`src/rtl/crypt_sched.sv`:
```
// crypt_sched: round-robin front end that shares one combinational crypt
// datapath between two requesters. A block is latched onto the datapath,
// dp_enable is held for SETTLE_CYCLES cycles, then the result is captured
// and returned on a valid/ready response port tagged with the requester id.
module crypt_sched #(
  parameter int unsigned SETTLE_CYCLES = 2
) (
  input  logic         clk,
  input  logic         rst,
  input  logic         req0_valid,
  output logic         req0_ready,
  input  logic [127:0] req0_data,
  input  logic [9:0]   req0_key,
  input  logic         req0_mode,
  input  logic         req1_valid,
  output logic         req1_ready,
  input  logic [127:0] req1_data,
  input  logic [9:0]   req1_key,
  input  logic         req1_mode,
  output logic         dp_enable,
  output logic         dp_mode,
  output logic [127:0] dp_data,
  output logic [9:0]   dp_key,
  input  logic [127:0] dp_result,
  output logic         rsp_valid,
  input  logic         rsp_ready,
  output logic [127:0] rsp_data,
  output logic         rsp_id,
  output logic         busy
);

  typedef enum logic [1:0] {IDLE, RUN, DONE} state_t;

  // The counter is reloaded only in IDLE and stops at zero, so it cannot wrap.
  localparam logic [3:0] LOAD = 4'(SETTLE_CYCLES - 1);

  state_t     state;
  logic       last_grant;
  logic [3:0] cnt;
  logic       grant1;
  logic       accept;

  // Round-robin winner: a lone valid port wins; on a tie the port not granted last wins.
  always_comb begin
    grant1     = req1_valid && (!req0_valid || !last_grant);
    req0_ready = 1'b0;
    req1_ready = 1'b0;
    if (state == IDLE && !rst) begin
      req0_ready = req0_valid && !grant1;
      req1_ready = grant1;
    end
    accept = req0_ready || req1_ready;
  end

  // Sequencer: accept a block, hold it on the datapath, capture and return the result.
  always_ff @(posedge clk or posedge rst) begin
    if (rst) begin
      state      <= IDLE;
      last_grant <= 1'b1;
      cnt        <= 4'd0;
      dp_enable  <= 1'b0;
      dp_mode    <= 1'b0;
      dp_data    <= '0;
      dp_key     <= '0;
      rsp_valid  <= 1'b0;
      rsp_data   <= '0;
      rsp_id     <= 1'b0;
      busy       <= 1'b0;
    end else begin
      case (state)
        IDLE: begin
          if (accept) begin
            dp_data    <= grant1 ? req1_data : req0_data;
            dp_key     <= grant1 ? req1_key  : req0_key;
            dp_mode    <= grant1 ? req1_mode : req0_mode;
            rsp_id     <= grant1;
            last_grant <= grant1;
            cnt        <= LOAD;
            dp_enable  <= 1'b1;
            busy       <= 1'b1;
            state      <= RUN;
          end
        end
        RUN: begin
          if (cnt != 4'd0) begin
            cnt <= cnt - 4'd1;
          end else begin
            rsp_data  <= dp_result;
            rsp_valid <= 1'b1;
            dp_enable <= 1'b0;
            state     <= DONE;
          end
        end
        DONE: begin
          if (rsp_ready) begin
            rsp_valid <= 1'b0;
            busy      <= 1'b0;
            state     <= IDLE;
          end
        end
        default: state <= IDLE;
      endcase
    end
  end

endmodule

```
`config.mk`:
```
export PLATFORM = sky130hd
export DESIGN_NAME = crypt_sched
export DESIGN_NICKNAME = d
export VERILOG_FILES = /design/src/rtl/crypt_sched.sv
export SDC_FILE = /design/constraint.sdc
export NUM_CORES = 1
export LEC_CHECK = 0
export BUFFER_PORTS_ARGS = -buffer_cell sky130_fd_sc_hd__buf_2
export CAP_MARGIN = 25
export CORE_AREA = 2 2 263 265
export CTS_BUF_LIST = sky130_fd_sc_hd__clkbuf_2 sky130_fd_sc_hd__clkbuf_4 sky130_fd_sc_hd__clkbuf_8
export CTS_CLUSTER_DIAMETER = 40
export DETAILED_ROUTE_END_ITERATION = 8
export DIE_AREA = 0 0 265 267
export GPL_ROUTABILITY_DRIVEN = 0
export PLACE_DENSITY = 0.45
export SLEW_MARGIN = 10
export SYNTH_ARGS = -nofsm -noshare
export SYNTH_HDL_FRONTEND = slang
export SYNTH_SLANG_ARGS = --single-unit
```
`constraint.sdc`:
```
create_clock -name clk -period 18.95 [get_ports clk]
set_input_delay 0.9475 -clock clk [delete_from_list [all_inputs] [get_ports clk]]
set_output_delay 0.9475 -clock clk [all_outputs]
set_load 0.005 [all_outputs]
```
==> summary.txt <==
STA
  • Final Hold Fails: 0
  • Worst slew margin: 32.7%
  • Max-slew violations: 0
  • Final TNS setup: 0 ns
  • Min Tclk post-route: around 3.4 ns
  • Tcrit/Tclk final: 18.2%
  • Endpoints failing setup: 0
  • Fmax: 290 MHz
  • RSZ-0062 raised after global routing: no
  • Clk_skew: 0.0341 ns
  • Slew @ Worst Pin: 1.01 ns

Clock tree
  • TritonCTS Buffers: between 50 and 60
  • Clock-pin slew on the worst setup and hold paths: about 0.05 ns
  • Later-pin clock latency in the skew report: 0.63 ns
  • CTS Buffer Depth: 3
  • H-tree Lvls: 2
  • Root buf cell: clkbuf_8
  • CTS tree: built
  • Post_cts resized: 0
  • CTS Hold Buffers Added: 0
  • Setup repair bufs after CTS: 0
  • CTS Sinks: 278

Drt
  • Post-route ant nets: 0
  • DRT iter0 DRCs: 215
  • 1st-pass router iterations: 4
  • Final wirelength: 40800 um
  • Via count: about 9200
  • Detail-routed via count per cell: 3.80
  • DR WL/cell: about 17 um
  • DRC violations left: 0

Floorplan
  • Chip height: 267 um
  • Die Wd: 265 um
  • # IOs: 684
  • Die ar.: slightly above 0.07 mm^2
  • Core ar.: between 0.06 and 0.07 mm^2
  • Row count: 96
  • Initial Util: 17.8%

Worst setup path
  • Worst path top cell family by delay: buffers and inverters
  • Max stage delay on crit path: 0.78 ns
  • Top cell by count, worst path: buf_4
  • Worst path bufs/invs: 2
  • Slowest CP cell: buf_4
  • Flop2flop setup slack: approximately 16 ns
  • Worst path required time: 19.45 ns
  • Critical path class: register to register
  • CP Cell Sequence: or3_4 -> nor2_4 -> buf_4 -> buf_4 -> mux2_2
  • CP max FO: between 60 and 70
  • Crit. End Element: register
  • WP data arrival: 3.94 ns
  • Critical path launch point type: register

Synth
  • Synth Cell Area: 0.0121 mm^2
  • Sequential area share after synthesis: 57.6%
  • Synth area leader: dfrtp_1
  • Post-synth ARST share: 100%
  • Synth area leaders: dfrtp_1, mux2_2, mux2_1
  • Cells after Synth: 769
  • Net Count, Synth: 1182
  • Post-synth top flop: dfrtp_1
  • Warnings from Yosys: 0
  • Cell variety after synth: 30
  • Synthesis-stage register bit count: between 200 and 300
  • Top cell type's share of synthesized area: 57.4%
  • EDFF count, synth: 0
  • Synth Area per Inst: 15.7 um^2

GRT
  • Largest net degree at the start of global routing: 90
  • Initial antenna violation count: 19
  • GRT Overall Usage: 11.0%
  • Vias in the first global route: 9950
  • GRT Residual Overflow: 0
  • First-pass GRT wire length: 59200 um

Layout
  • Most common cell after layout, fill and taps aside: buf_2
  • Area delta synth->final: 47.4%
  • Share of cells above drive strength 1: 77.1%
  • Nets: 1889
  • Most frequent cells in the layout: buf_2, mux2_2, dfrtp_1

Power and ir drop
  • Clk pwr share: between 20% and 30%
  • P_leak: between 8 and 9 nW
  • Comb pwr share: ~36%
  • Worst VDD drop: around 0.072 mV
  • Total chip power: 2.81 mW
  • Pwr dens: 158 mW/mm^2
  • Register share of total power: between 30% and 40%
  • Sw Share: 30.6%
  • P_int: 1.95 mW
  • Switching Power: 0.859 mW

Placement
  • Port buffer count: between 600 and 700
  • DP Wirelength: between 30000 and 40000 um

Run status
  • Status: complete, no violations

Run
  • Number of max-cap violations: 0

Hold path
  • Hold Path Class: input port to asynchronous set/reset pin
## state kept, by name (all words and copies together), names as in the netlist
signal / flops
rsp_data: 128
dp_key: 10
rsp_valid: 1
cnt: 4
last_grant: 1
state: 2
dp_data: 128
busy: 1
dp_mode: 1
rsp_id: 1
dp_enable: 1
## synthesized netlist by cell type, types with 2 or more instances
cell type and n:
mux2_2 369, dfrtp_1 277, mux2_1 38, buf_2 29
buf_6 10, clkbuf_1 5, nand2_1 4, o21ai_0 4
inv_1 3, nor2_1 3, a21o_1 2, a21oi_1 2
ha_1 2, nand2b_1 2, nand3_1 2, nor3_1 2
o22ai_1 2
## area by class of cell
cell class	count	area, um^2
multi-input combinational	444	4840
inverter	3	18.8
fill	7223	50200
sequential	278	6960
tap	882	1100
timing repair buffer	691	3480
clock inverter	17	289
antenna	7	17.5
clock buffer	88	1090
## through the flow
| step | worst slack [ns] | cells | hold slack [ns] | cell area (um^2) | utilization, % |
|---|---|---|---|---|---|
| finish | 15.50 | 2410 | 0.420 | 17800 | 26.2 |
| global route | 15.20 | 2406 | 0.415 | 17800 | 26.2 |
| CTS | 15.37 | 2403 | 0.399 | 17800 | 26.2 |
| detailed placement | 14.79 | 2298 | 0.469 | 16400 | 24.1 |
| global placement | 14.82 | 2298 | 0.465 | 16400 | 24.1 |
| floorplan | 10.34 | 769 | 0.474 | 12100 | - |
## metal layers
layer	vias up	GRT usage, %	routed length (um)
li1	4197	-	-
met1	4395	10.9	14200
met4	14	4.37	1180
met3	86	5.37	4700
met5	-	0	104
met2	475	19.5	20600
## power groups by stage
| stage | registers (mW) | logic (mW) | clock network (mW) |
|---|---|---|---|
| 5_1_grt | 1.10 | 1.10 | 0.804 |
| 4_1_cts | 1.06 | 1.04 | 0.773 |
| 6_report | 1.06 | 1.01 | 0.739 |
| 3_5_place_dp | 1.07 | 1.04 | 0 |
| 3_3_place_gp | 1.06 | 1.03 | 0 |
| 2_1_floorplan | 1.08 | 0.525 | 0 |
## path summary, 6_finish.rpt
kind	from	end	depth (start not counted)
setup / recovery	state[0]	dp_data[8]	5
hold / removal	rst	rsp_data[106]	2
setup reg to reg	state[0]	dp_data[8]	5
hold reg to reg	dp_enable	dp_enable	1
max in group asynchronous	rst	dp_data[124]	4
min in group clk	dp_enable	dp_enable	1
## cell families after synthesis
group	count (synthesis)	share of synthesized area, %
DFF	278	57.6
muxes	408	38.0
adders and majority gates	2	0.207
AOI/OAI and AO/OA	15	0.829
buffers and inverters	47	2.38
and+or+nand+nor	19	0.922
Note: power is estimated with default switching activity, not from simulation.
